--- src/rtl/pq_pkg.sv ---
// Shared types for the priority-queue insert arbiter: entry format, PQ depth and
// arbiter FSM states.
package pq_pkg;

  localparam int unsigned KEY_WIDTH   = 8;
  localparam int unsigned VAL_WIDTH   = 8;
  localparam int unsigned PQ_CAPACITY = 4;

  typedef struct packed {
    logic [KEY_WIDTH-1:0] key;
    logic [VAL_WIDTH-1:0] val;
  } kv_t;

  typedef enum logic [1:0] {
    IDLE,
    INSERT,
    FLUSH
  } pq_arb_state_t;

endpackage

--- src/rtl/pq_ins_arb_if.sv ---
// Insert and remove ports of the attached priority queue. The arbiter drives the
// master side; the queue itself sits on the slave side.
interface pq_ins_arb_if;
  import pq_pkg::*;

  logic pq_ivalid;
  logic pq_irdy;
  kv_t  pq_idata;
  logic pq_full;
  logic pq_ovalid;
  logic pq_ordy;
  kv_t  pq_odata;

  modport master (
    output pq_ivalid, pq_idata, pq_ordy,
    input  pq_irdy, pq_full, pq_ovalid, pq_odata
  );

  modport slave (
    input  pq_ivalid, pq_idata, pq_ordy,
    output pq_irdy, pq_full, pq_ovalid, pq_odata
  );

endinterface

--- src/rtl/pq_rr_pick.sv ---
// Combinational round-robin picker: the first set request found searching upward
// from ptr_i+1 (wrapping), so the last winner has lowest priority.
module pq_rr_pick #(
  parameter int unsigned NREQ = 4,
  localparam int unsigned IDX_W = $clog2(NREQ)
) (
  input  logic [NREQ-1:0]  req_i,
  input  logic [IDX_W-1:0] ptr_i,
  output logic [IDX_W-1:0] winner_o,
  output logic             any_o
);

  logic found;

  always_comb begin
    winner_o = '0;
    found    = 1'b0;
    any_o    = |req_i;
    for (int i = 1; i <= int'(NREQ); i++) begin
      for (int j = 0; j < int'(NREQ); j++) begin
        if (!found && req_i[j] && (j == ((int'(ptr_i) + i) % int'(NREQ)))) begin
          found    = 1'b1;
          winner_o = IDX_W'(j);
        end
      end
    end
  end

endmodule

--- src/rtl/pq_ins_arb.sv ---
// Round-robin insert arbiter, occupancy tracker and flush sequencer for a shared
// priority queue. Define PQ_ARB_STATS_EN to add the flush_drop_cnt output.
module pq_ins_arb #(
  parameter int unsigned NREQ        = 4,
  parameter int unsigned PQ_CAPACITY = pq_pkg::PQ_CAPACITY,
  localparam int unsigned CNT_W      = $clog2(PQ_CAPACITY + 1),
  localparam int unsigned IDX_W      = $clog2(NREQ)
) (
  input  logic                           clk,
  input  logic                           rst,
  input  logic [NREQ-1:0]                req_valid,
  output logic [NREQ-1:0]                req_rdy,
  input  pq_pkg::kv_t [NREQ-1:0]         req_data,
  pq_ins_arb_if.master                   pq,
  output logic                           out_valid,
  input  logic                           out_rdy,
  output pq_pkg::kv_t                    out_data,
  input  logic                           flush,
  output logic                           flush_done,
  output logic [CNT_W-1:0]               occupancy,
  output logic [IDX_W-1:0]               grant_id
`ifdef PQ_ARB_STATS_EN
  ,
  output logic [7:0]                     flush_drop_cnt
`endif
);
  import pq_pkg::*;

  localparam logic [CNT_W-1:0] CapCnt = CNT_W'(PQ_CAPACITY);

  pq_arb_state_t    state_q, state_d;
  logic [IDX_W-1:0] ptr_q, ptr_d;
  logic [IDX_W-1:0] grant_q, grant_d;
  kv_t              hold_q, hold_d;
  logic [CNT_W-1:0] occ_q, occ_d;
  logic             flush_pend_q, flush_pend_d;
  logic             flush_done_q, flush_done_d;
`ifdef PQ_ARB_STATS_EN
  logic [7:0]       drop_q, drop_d;
`endif

  logic [IDX_W-1:0] winner;
  logic             any_req;
  logic             can_grant;
  logic             ins_hs;
  logic             rem_hs;
  logic             rem_eff;

  pq_rr_pick #(
    .NREQ (NREQ)
  ) u_pick (
    .req_i    (req_valid),
    .ptr_i    (ptr_q),
    .winner_o (winner),
    .any_o    (any_req)
  );

  // Grant only from IDLE, never while a flush is requested or pending.
  assign can_grant = (state_q == IDLE) && !flush && !flush_pend_q && any_req &&
                     (occ_q < CapCnt) && !pq.pq_full;

  always_comb begin
    req_rdy = '0;
    if (can_grant) req_rdy[winner] = 1'b1;
  end

  assign pq.pq_ivalid = (state_q == INSERT);
  assign pq.pq_idata  = hold_q;

  always_comb begin
    out_data = pq.pq_odata;
    if (state_q == FLUSH) begin
      pq.pq_ordy = 1'b1;
      out_valid  = 1'b0;
    end else begin
      pq.pq_ordy = out_rdy;
      out_valid  = pq.pq_ovalid;
    end
  end

  assign ins_hs  = pq.pq_ivalid & pq.pq_irdy;
  assign rem_hs  = pq.pq_ovalid & pq.pq_ordy;
  // A remove seen while the count is already zero is ignored so it cannot wrap.
  assign rem_eff = rem_hs && (occ_q != '0);

  always_comb begin
    occ_d = occ_q;
    if (ins_hs && !rem_eff) begin
      if (occ_q != CapCnt) occ_d = occ_q + CNT_W'(1);
    end else if (!ins_hs && rem_eff) begin
      occ_d = occ_q - CNT_W'(1);
    end
  end

  always_comb begin
    state_d      = state_q;
    ptr_d        = ptr_q;
    grant_d      = grant_q;
    hold_d       = hold_q;
    flush_pend_d = flush_pend_q;
    flush_done_d = 1'b0;
`ifdef PQ_ARB_STATS_EN
    drop_d       = drop_q;
`endif
    unique case (state_q)
      IDLE: begin
        if (flush || flush_pend_q) begin
          state_d      = FLUSH;
          flush_pend_d = 1'b0;
`ifdef PQ_ARB_STATS_EN
          drop_d       = '0;
`endif
        end else if (can_grant) begin
          state_d = INSERT;
          hold_d  = req_data[winner];
          grant_d = winner;
          ptr_d   = winner;
        end
      end
      INSERT: begin
        if (flush) flush_pend_d = 1'b1;
        if (ins_hs) state_d = IDLE;
      end
      FLUSH: begin
`ifdef PQ_ARB_STATS_EN
        if (rem_hs && (drop_q != 8'hff)) drop_d = drop_q + 8'd1;
`endif
        if ((occ_q == '0) && !pq.pq_ovalid) begin
          state_d      = IDLE;
          flush_done_d = 1'b1;
        end
      end
      default: state_d = IDLE;
    endcase
  end

  always_ff @(posedge clk or negedge rst) begin
    if (!rst) begin
      state_q      <= IDLE;
      ptr_q        <= '0;
      grant_q      <= '0;
      hold_q       <= '0;
      occ_q        <= '0;
      flush_pend_q <= 1'b0;
      flush_done_q <= 1'b0;
`ifdef PQ_ARB_STATS_EN
      drop_q       <= '0;
`endif
    end else begin
      state_q      <= state_d;
      ptr_q        <= ptr_d;
      grant_q      <= grant_d;
      hold_q       <= hold_d;
      occ_q        <= occ_d;
      flush_pend_q <= flush_pend_d;
      flush_done_q <= flush_done_d;
`ifdef PQ_ARB_STATS_EN
      drop_q       <= drop_d;
`endif
    end
  end

  assign flush_done = flush_done_q;
  assign occupancy  = occ_q;
  assign grant_id   = grant_q;
`ifdef PQ_ARB_STATS_EN
  assign flush_drop_cnt = drop_q;
`endif

endmodule

--- src/flat_wrapper.sv ---
// flat-port wrapper written by rule: the top's interface ports become plain ports
module pq_ins_arb_flat import pq_pkg::*;
#(
  parameter int unsigned NREQ        = 4,
  parameter int unsigned PQ_CAPACITY = pq_pkg::PQ_CAPACITY,
  localparam int unsigned CNT_W      = $clog2(PQ_CAPACITY + 1),
  localparam int unsigned IDX_W      = $clog2(NREQ)
)
  (clk, rst, req_valid, req_rdy, req_data, out_valid, out_rdy, out_data, flush, flush_done, occupancy, grant_id, pq_pq_ivalid, pq_pq_idata, pq_pq_ordy, pq_pq_irdy, pq_pq_full, pq_pq_ovalid, pq_pq_odata);
  pq_ins_arb_if pq_i ();
  input  logic clk;
  input  logic rst;
  input  logic [NREQ-1:0] req_valid;
  output logic [NREQ-1:0] req_rdy;
  input  pq_pkg::kv_t [NREQ-1:0] req_data;
  output logic out_valid;
  input  logic out_rdy;
  output pq_pkg::kv_t out_data;
  input  logic flush;
  output logic flush_done;
  output logic [CNT_W-1:0] occupancy;
  output logic [IDX_W-1:0] grant_id;
  output wire logic [$bits(pq_i.pq_ivalid)-1:0] pq_pq_ivalid;
  output wire logic [$bits(pq_i.pq_idata)-1:0] pq_pq_idata;
  output wire logic [$bits(pq_i.pq_ordy)-1:0] pq_pq_ordy;
  input wire logic [$bits(pq_i.pq_irdy)-1:0] pq_pq_irdy;
  input wire logic [$bits(pq_i.pq_full)-1:0] pq_pq_full;
  input wire logic [$bits(pq_i.pq_ovalid)-1:0] pq_pq_ovalid;
  input wire logic [$bits(pq_i.pq_odata)-1:0] pq_pq_odata;
  assign pq_pq_ivalid = pq_i.pq_ivalid;
  assign pq_pq_idata = pq_i.pq_idata;
  assign pq_pq_ordy = pq_i.pq_ordy;
  assign pq_i.pq_irdy = pq_pq_irdy;
  assign pq_i.pq_full = pq_pq_full;
  assign pq_i.pq_ovalid = pq_pq_ovalid;
  assign pq_i.pq_odata = pq_pq_odata;
  pq_ins_arb #(.NREQ(NREQ), .PQ_CAPACITY(PQ_CAPACITY)) u_core (.clk(clk), .rst(rst), .req_valid(req_valid), .req_rdy(req_rdy), .req_data(req_data), .pq(pq_i), .out_valid(out_valid), .out_rdy(out_rdy), .out_data(out_data), .flush(flush), .flush_done(flush_done), .occupancy(occupancy), .grant_id(grant_id));
endmodule
--- config.mk ---
export PLATFORM = sky130hd
export DESIGN_NAME = pq_ins_arb_flat
export DESIGN_NICKNAME = d
export VERILOG_FILES = /design/src/rtl/pq_pkg.sv /design/src/rtl/pq_ins_arb_if.sv /design/src/rtl/pq_rr_pick.sv /design/src/rtl/pq_ins_arb.sv /design/src/flat_wrapper.sv
export SDC_FILE = /design/constraint.sdc
export NUM_CORES = 1
export LEC_CHECK = 0
export ABC_AREA = 1
export ABC_CLOCK_PERIOD_IN_PS = 2900
export BUFFER_PORTS_ARGS = -buffer_cell sky130_fd_sc_hd__clkbuf_2
export CAP_MARGIN = 20
export CORE_AREA = 3 3 76 78
export DETAILED_ROUTE_END_ITERATION = 12
export DIE_AREA = 0 0 79 81
export PLACE_DENSITY = 0.79
export SLEW_MARGIN = 20
export SYNTH_ARGS = -nofsm -noshare
export SYNTH_HDL_FRONTEND = slang
export SYNTH_SLANG_ARGS = --single-unit
--- constraint.sdc ---
create_clock -name clk -period 2.9 [get_ports clk]
set_input_delay 0.58 -clock clk [delete_from_list [all_inputs] [get_ports clk]]
set_output_delay 0.58 -clock clk [all_outputs]
set_load 0.01 [all_outputs]
==> results.yml, run 1 <==
finish:
  final_cell_mix: "nand2_1, clkbuf_2, dfrtp_1"
  postLayoutCoreUtil_pct: 56.0
  synthToLayoutAreaGrowth_pct: 28.1
  final_layout_size_suffix_gt1_share_pct: 39.0
  diodes: 0
  fill_cells: 535
  multi_input_comb_area_um2: 1400
  final_nets: 537
  seq_area_um2: 628
  final_common_cell: "nand2_1"
cts:
  number_of_buffers_created_by_cts: 3
  cts_tree: "done"
  cts_root_buffer: "clkbuf_8"
  number_of_hold_buffers_added_after_cts: 0
  cts.path.max_buffers: 2
  clock_insertion_delay_worst_skew_ps: 270
  clock_sink_count: 25
  cts.clk_slew.worst_paths_ps: 90
  htreeDepth: 1
global_routing:
  number_of_global_route_vias_before_repair: 2360
  maximum_number_of_pins_on_one_net_before_global_route_repair: 33
  grt_use_total_pct: 18.8
  first_pass_grt_wire_length_mm: 9.78
  antenna_found_initial: 0
  overflow: 0
timing:
  setup_tns_final_ps: -21.2
  grt_setup_unrepaired: "yes"
  max_slew.worst_pin.slew_ps: 642
  final.min_clock_period_ps: 2920
  setup_viol: 1
  clock.fmax_mhz: 342
  timing.final.ws_setup_ps: -21.2
  timing.hold.ws_ps: 298
  timing.final.crit_share_pct: 101
  hold_violations: 0
  slew-limit-headroom_pct: 57.1
  worst_clock_skew_ps: 9.86
  timing.final.max_slew_violations: 0
drt:
  finalWirelength_mm: 6.48
  drt_first_iter_violations: 87
  route.met2.wl_mm: 3.39
  drt_drc_violations_left: 0
  wl_per_cell_um: 12.6
  met3RoutedLength_um: 454
  drt-pass1-iter-count: 4
  routed.top_layer: "met4"
  avgViaCountPerCell: 4.87
  detailroute.via_count: 2501
  ant_nets: 0
  wl_met1_mm: 2.55
floorplan:
  die-area_um2: 6400
  rows: 26
  floorplan.core_area_um2: 5140
  dieWidth_um: 79
  initial_cell_density_of_the_core_pct: 43.7
  die_height_um: 81
  num_io_pins: 136
synth:
  async_reset_ff_share_pct: 100
  post_synth_num_cell_types: 29
  yosys_most_used_dff: "dfrtp_1"
  synthesis.area_um2: 2250
  net_count_after_synthesis: 444
  synth-edff-count: 0
  yosys_register_bits: 25
  ys.warnings.count: 0
  syn_avg_cell_area_um2: 6.38
  synthesis.instances: 352
  ys_seq_area_share_pct: 27.8
outcome:
  status: "complete, but fails checks"
  failing_checks: "setup timing"
placed_design:
  buffer_ports.inserted: 103
  place_congestion: 0.853
  dpl.hpwl_mm: 4.97
  pre_cts_ws_ps: 129
setup_path:
  worst-endpoint-required_ps: 2320
  setup.worst_path.class: "reg2out"
  endpoint_kind: "output pin"
  arrival_ps: 2340
  crit_fanout: 7
  critical_path.startpoint_type: "flop"
power:
  p_sw_uw: 1650
  irDropWorstVdd_mv: 0.695
  pwr_density_cell_nw_per_um2: 1080
  power.combinational.fraction_pct: 72.6
  cell_internal_pwr_uw: 1460
  p_leak_uw: 0.00171
  p_seq_share_pct: 20.7
  power.clock.fraction_pct: 6.7
  p_sw_share_pct: 53.1
flow_run:
  max_cap_violations: 0
hold_path:
  hold_path_class: "in2async"
[metrics by stage]
step	std cells	power, uW	area [um^2]
floorplan	352	2270	2250
global placement	501	2660	2680
detailed placement	501	2710	2680
finish	514	3110	2880
global route	514	3460	2880
CTS	505	2920	2730
[what timing repair did]
item / CTS / global route
endpoints found under the hold margin: 0 / 0
gates resized for setup: 0 / 24
setup endpoints to repair: 1 / 16
cloned: 0 / 0
setup buffers: 0 / 9
pin swaps: 0 / 7
[worst max-delay path, cell delays in order (launching register included)]
cell	delay (ps)
dfrtp_2	480
inv_2	80
nand3_2	80
nand2_2	80
nor2_4	120
nand4_4	100
nor2_4	160
nand4_4	110
nor2_4	180
nand4_1	170
nand3_4	170
nand2_1	60
nor2_1	110
buf_2	160
[power groups by stage]
stage               sequential, uW  clock, uW  combinational, uW
CTS                            624        216               2080
finish                         645        207               2260
global route                   665        229               2570
detailed placement             629          0               2080
floorplan                      681          0               1590
global placement               622          0               2040
[synth_stat cells, drive strengths merged (3+ instances only)]
library cell / number / area share [%]
nor2: 26 / 5.1
nand3: 41 / 13
inv: 19 / 3.2
nand4: 7 / 3.2
clkbuf: 3 / 0.50
or2: 3 / 0.84
nand2: 182 / 31
buf: 29 / 9.9
dfrtp: 25 / 28
o21ai: 4 / 0.89
[layer usage]
metal | up-vias | global-route usage, %
met3 | 12 | 3.99
met2 | 93 | 35.4
met4 | 0 | 4.12
met5 | - | 0
li1 | 1269 | -
met1 | 1127 | 21.8
[registers in the layout (all words and copies together) (netlist names)]
| signal | count |
|---|---|
| u_core.pq.pq_idata | 16 |
| u_core.occupancy | 3 |
| u_core.ptr_q | 2 |
| u_core.state_q | 2 |
| u_core.flush_done | 1 |
| u_core.flush_pend_q | 1 |
[worst paths after layout]
check                      slack (ps)  depth (start not counted)              start                     to
max in group asynchronous        2160                          1                rst        u_core.ptr_q[1]
min in group clk                  470                          1  u_core.state_q[0]      u_core.state_q[1]
setup / recovery                  -20                         13    u_core.ptr_q[0]             req_rdy[3]
hold / removal                    300                          1                rst  u_core.pq.pq_idata[0]
setup reg to reg                  170                         18    u_core.ptr_q[1]  u_core.pq.pq_idata[6]
hold reg to reg                   470                          1  u_core.state_q[0]      u_core.state_q[1]
[area by class of cell]
type	count	area share, %
flip-flops and latches	25	21.8
well taps	70	3.04
clock inverters	1	0.261
clock buffers	3	1.43
inverters	20	2.61
multi-input cells	275	48.5
repair buffers	120	22.3
[cell families (layout without fill, tap and decap cells)]
kind of cell / Yosys count / in the layout / synth area share [%]
xor gates and xnor gates: 2 / 2 / 0.780
muxes: 1 / 1 / 0.501
buffers and inverters: 52 / 144 / 13.8
adders and majority gates: 1 / 1 / 0.891
and+or+nand+nor: 263 / 263 / 54.1
DFF: 25 / 25 / 27.8
AOI/OAI and AO/OA: 8 / 8 / 2.12
(Power assumes the default switching activity.)
==> inputs of run 2 (changes only) <==
==> constraint.sdc (replaced) <==
create_clock -name clk -period 2.9 [get_ports clk]
set_input_delay 0.725 -clock clk [delete_from_list [all_inputs] [get_ports clk]]
set_output_delay 0.725 -clock clk [all_outputs]
set_load 0.01 [all_outputs]
==> results.yml, run 2 (same netlist as run 1, synthesis figures left out) <==
global_routing:
  first_pass_grt_wire_length_mm: 10.1
  maximum_number_of_pins_on_one_net_before_global_route_repair: 33
  overflow: 0
  grt_use_total_pct: 19.4
  antenna_found_initial: 0
  number_of_global_route_vias_before_repair: 2367
cts:
  clock_sink_count: 25
  cts_root_buffer: "clkbuf_8"
  cts.path.max_buffers: 2
  number_of_hold_buffers_added_after_cts: 0
  cts_tree: "done"
  clock_insertion_delay_worst_skew_ps: 260
  number_of_buffers_created_by_cts: 3
  htreeDepth: 1
  cts.clk_slew.worst_paths_ps: 90
floorplan:
  die-area_um2: 6400
  num_io_pins: 136
  initial_cell_density_of_the_core_pct: 43.7
  dieWidth_um: 79
  die_height_um: 81
  floorplan.core_area_um2: 5140
  rows: 26
drt:
  wl_per_cell_um: 12.3
  finalWirelength_mm: 6.41
  drt-pass1-iter-count: 4
  avgViaCountPerCell: 4.87
  drt_drc_violations_left: 0
  drt_first_iter_violations: 119
  detailroute.via_count: 2529
  ant_nets: 0
finish:
  diodes: 0
  post_layout_nonfiller_instances: 519
  final_cell_area_um2: 2990
  synthToLayoutAreaGrowth_pct: 33.2
  final_layout_size_suffix_gt1_share_pct: 40.8
  final_cell_mix: "nand2_1, clkbuf_2, dfrtp_1"
  final_nets: 542
  largest_register_ff_count: 16
  final_common_cell: "nand2_1"
power:
  irDropWorstVdd_mv: 0.629
  p_leak_uw: 0.00177
  pwr_density_cell_nw_per_um2: 1080
  finalPower_uw: 3220
setup_path:
  critical_path.startpoint_type: "flop"
  rr_worst_depth: 15
  endpoint_kind: "output pin"
  reg2reg_slack_ps: 380
  worst-endpoint-required_ps: 2170
  arrival_ps: 2280
  setup.worst_path.class: "reg2out"
  worstReg2RegStart: "u_core.ptr_q[1]"
  reg2reg_to: "u_core.pq.pq_idata[14]"
  crit_fanout: 7
timing:
  worst_clock_skew_ps: 3.47
  timing.final.ws_setup_ps: -105
  final.min_clock_period_ps: 3010
  grt_setup_unrepaired: "yes"
  max_slew.worst_pin.slew_ps: 602
  clock.fmax_mhz: 333
  setup_viol: 4
  setup_tns_final_ps: -335
  timing.final.max_slew_violations: 0
  timing.hold.ws_ps: 451
  hold_violations: 0
  timing.final.crit_share_pct: 104
  slew-limit-headroom_pct: 59.9
placed_design:
  buffer_ports.inserted: 103
  dp.cells: 509
  dpl.hpwl_mm: 4.99
  place_congestion: 0.822
  place_area_um2: 2780
outcome:
  failing_checks: "setup timing"
  status: "complete, but fails checks"
flow_run:
  max_cap_violations: 0
hold_path:
  hold_path_class: "in2async"
-- run 2: changes by cell type in the layout (fill, tap and decap cells not counted), moves of 2 or more --
cell / change
nor2_1: -4
buf_4: +3
nand2_4: +3
nor2_2: +3
clkbuf_2: -2
clkbuf_8: +2
nand2_2: -2
-- run 2: metrics by stage --
stage | setup slack [ps] | utilization, %
6_report | -105 | 58.2
5_1_grt | -260 | 58.2
4_1_cts | -73.0 | 57.4
3_5_place_dp | -234 | 54.1
3_3_place_gp | -131 | 54.1
2_1_floorplan | -33.4 | -
-- run 2: how the worst max path moves through the flow --
| stage | start | end | slack (ps) | cells after the start |
|---|---|---|---|---|
| after floorplan | req_valid[1] | req_rdy[1] | -30 | 13 |
| after global placement | req_valid[3] | req_rdy[2] | -130 | 13 |
| after detailed placement | req_valid[3] | req_rdy[2] | -230 | 13 |
| after CTS | req_valid[0] | req_rdy[2] | -70 | 13 |
| after global routing | u_core.ptr_q[1] | req_rdy[0] | -260 | 12 |
| final | u_core.ptr_q[0] | req_rdy[0] | -110 | 13 |
-- run 2: metal layers --
layer / up-vias / share of wire [%] / global-route usage, %
met5: - / 0 / 0
met4: 0 / 0.56 / 3.09
met3: 6 / 6.4 / 4.10
met2: 74 / 54 / 38.4
met1: 1168 / 39 / 21.5
li1: 1281 / - / -
-- run 2: critical path, cell delays in order (launching register included) --
cell and delay, ps:
dfrtp_2 490, nor2_4 190, nand2_4 80, nand2_4 80, nor2_4 50, nand4_4 70
nor3_1 60, nor2_1 90, o211ai_1 110, nor2_2 170, nand3_4 140, buf_4 170
nor3_2 150, clkbuf_2 170
-- run 2: timing repair --
| action | CTS | global route |
|---|---|---|
| gates resized for setup | 22 | 7 |
| pin swaps | 11 | 5 |
| setup buffers | 2 | 4 |
| endpoints found under the setup margin | 4 | 4 |
-- run 2: report_power, final --
group / internal (uW) / switching (uW)
Combinational: 946 / 1430
Clock: 97.1 / 106
Sequential: 504 / 139
-- run 2: layout make-up --
type                    instances  area (um^2)
flip-flops and latches         25          628
fillers                       514         2150
multi-input cells             275         1430
repair buffers                125          724
well taps                      70         87.6
clock buffers                   3         41.3
clock inverters                 1         7.51
inverters                      20         75.1
==> inputs of run 3 (changes only) <==
==> constraint.sdc (replaced) <==
create_clock -name clk -period 2.9 [get_ports clk]
set_input_delay 0.145 -clock clk [delete_from_list [all_inputs] [get_ports clk]]
set_output_delay 0.145 -clock clk [all_outputs]
set_load 0.01 [all_outputs]
==> results.yml, run 3 (same netlist as run 1, synthesis figures left out) <==
placed_design:
  dpl.hpwl_mm: 5.03
  dp.cells: 498
  buffer_ports.inserted: 103
  place_congestion: 0.867
  pre_cts_ws_ps: 455
finish:
  largest_register_ff_count: 16
  synthToLayoutAreaGrowth_pct: 25.1
  final_layout_size_suffix_gt1_share_pct: 35.0
  final_nets: 533
  final_cell_mix: "nand2_1, clkbuf_2, dfrtp_1"
  diodes: 0
  final_common_cell: "nand2_1"
  post_layout_nonfiller_instances: 510
  postLayoutCoreUtil_pct: 54.7
  fill_cells: 539
power:
  power.combinational.fraction_pct: 72.9
  p_sw_uw: 1650
  power.clock.fraction_pct: 6.8
  p_seq_share_pct: 20.3
  cell_internal_pwr_uw: 1480
  irDropWorstVdd_mv: 0.521
  p_sw_share_pct: 52.8
  pwr_density_cell_nw_per_um2: 1110
  p_leak_uw: 0.00170
drt:
  drt_first_iter_violations: 106
  detailroute.via_count: 2513
  avgViaCountPerCell: 4.93
  drt-pass1-iter-count: 4
  drt_drc_violations_left: 0
  wl_per_cell_um: 13.0
  ant_nets: 0
  finalWirelength_mm: 6.65
global_routing:
  number_of_global_route_vias_before_repair: 2343
  grt_use_total_pct: 19.8
  overflow: 0
  first_pass_grt_wire_length_mm: 10.3
  maximum_number_of_pins_on_one_net_before_global_route_repair: 36
  antenna_found_initial: 0
floorplan:
  die-area_um2: 6400
  die_height_um: 81
  floorplan.core_area_um2: 5140
  rows: 26
  initial_cell_density_of_the_core_pct: 43.7
  dieWidth_um: 79
  num_io_pins: 136
timing:
  setup_viol: 0
  slew-limit-headroom_pct: 58.0
  clock.fmax_mhz: 385
  timing.final.max_slew_violations: 0
  setup_tns_final_ps: 0
  max_slew.worst_pin.slew_ps: 629
  grt_setup_unrepaired: "no"
  worst_clock_skew_ps: 6.78
  final.min_clock_period_ps: 2600
  timing.final.ws_setup_ps: 300
  timing.final.crit_share_pct: 89.6
  hold_violations: 0
setup_path:
  crit_fanout: 12
  critical_path.startpoint_type: "flop"
  setup.worst_path.class: "reg2out"
  endpoint_kind: "output pin"
  peak_per_stage_delay_on_the_critical_path_ps: 460
  cp_cell_sequence: "inv_1 > nand3_1 > nand2_2 > nor2_4 > nand4_2 > nor2_2 > nand4_2 > nor2_4 > nand4_4 > nand3_4 > nand2_1 > nor2_1 > clkbuf_2"
  crit_path_top_delay_cell: "dfrtp_1"
  arrival_ps: 2450
  worst-endpoint-required_ps: 2760
cts:
  cts_tree: "done"
  number_of_buffers_created_by_cts: 3
  cts.clk_slew.worst_paths_ps: 90
  clock_insertion_delay_worst_skew_ps: 270
  cts.path.max_buffers: 2
  cts_root_buffer: "clkbuf_8"
  clock_sink_count: 25
  htreeDepth: 1
outcome:
  status: "completed"
hold_path:
  hold_path_class: "in2reg"
flow_run:
  max_cap_violations: 0
==> run 3: cell count changes in the layout (fill, tap and decap cells not counted), moves of 4 or more <==
cell	before	now
nand2_1	175	181
nor2_2	6	2
clkbuf_2	98	103
nor2_1	15	22
buf_4	20	9
==> run 3: per-layer routing <==
layer | global-route usage (%) | up-vias | wire length (um)
met1 | 23.0 | 1143 | 2780
met5 | 0 | - | 0
li1 | - | 1261 | -
met2 | 36.3 | 95 | 3220
met4 | 7.73 | 0 | 178
met3 | 3.55 | 14 | 467
==> run 3: cell type report <==
cell class / instances / area [um^2] / area share, %
multi-input cells: 276 / 1340 / 47.6
repair buffers: 115 / 633 / 22.5
flip-flops and latches: 25 / 627 / 22.3
well taps: 70 / 87.6 / 3.12
inverters: 20 / 75.1 / 2.67
clock buffers: 3 / 41.3 / 1.47
clock inverters: 1 / 7.51 / 0.267
==> run 3: path summary, 6_finish.rpt <==
path,start,to,slack [ps],cells past startpoint
worst max-delay path,u_core.ptr_q[1],req_rdy[2],300,13
worst min-delay path,pq_pq_irdy,u_core.state_q[0],90,2
worst max register to register,u_core.ptr_q[1],u_core.pq.pq_idata[3],460,16
worst min register to register,u_core.pq.pq_idata[0],u_core.pq.pq_idata[0],490,2
max in group asynchronous,rst,u_core.ptr_q[0],2040,2
min in group asynchronous,rst,u_core.pq.pq_idata[0],410,2
==> run 3: what timing repair did <==
action	4_1_cts	5_1_grt
hold buffers	1	0
buffers inserted	0	6
resized for setup	0	3
setup endpoints to repair	0	3
hold endpoints to repair	25	0
==> run 3: power groups by stage <==
stage	sequential [uW]	clock, uW	combinational [uW]
final	635	213	2280
after global routing	657	236	2590
after CTS	631	220	2090
after detailed placement	637	0	2080
after global placement	632	0	2050
after floorplan	681	0	1590
==> run 3: metrics by stage <==
stage	power [uW]	cell area [um^2]	hold WS, ps
global placement	2680	2670	185
detailed placement	2720	2670	190
global route	3480	2810	76.1
finish	3130	2810	86.5
floorplan	2270	2250	-151
CTS	2940	2730	81.0
==> run 3: worst max-delay path, delay by kind of cell, from the launching register on <==
kind | cells | cell delay, ps
buffers and inverters | 2 | 240
and+or+nand+nor | 11 | 1490
DFF | 1 | 460
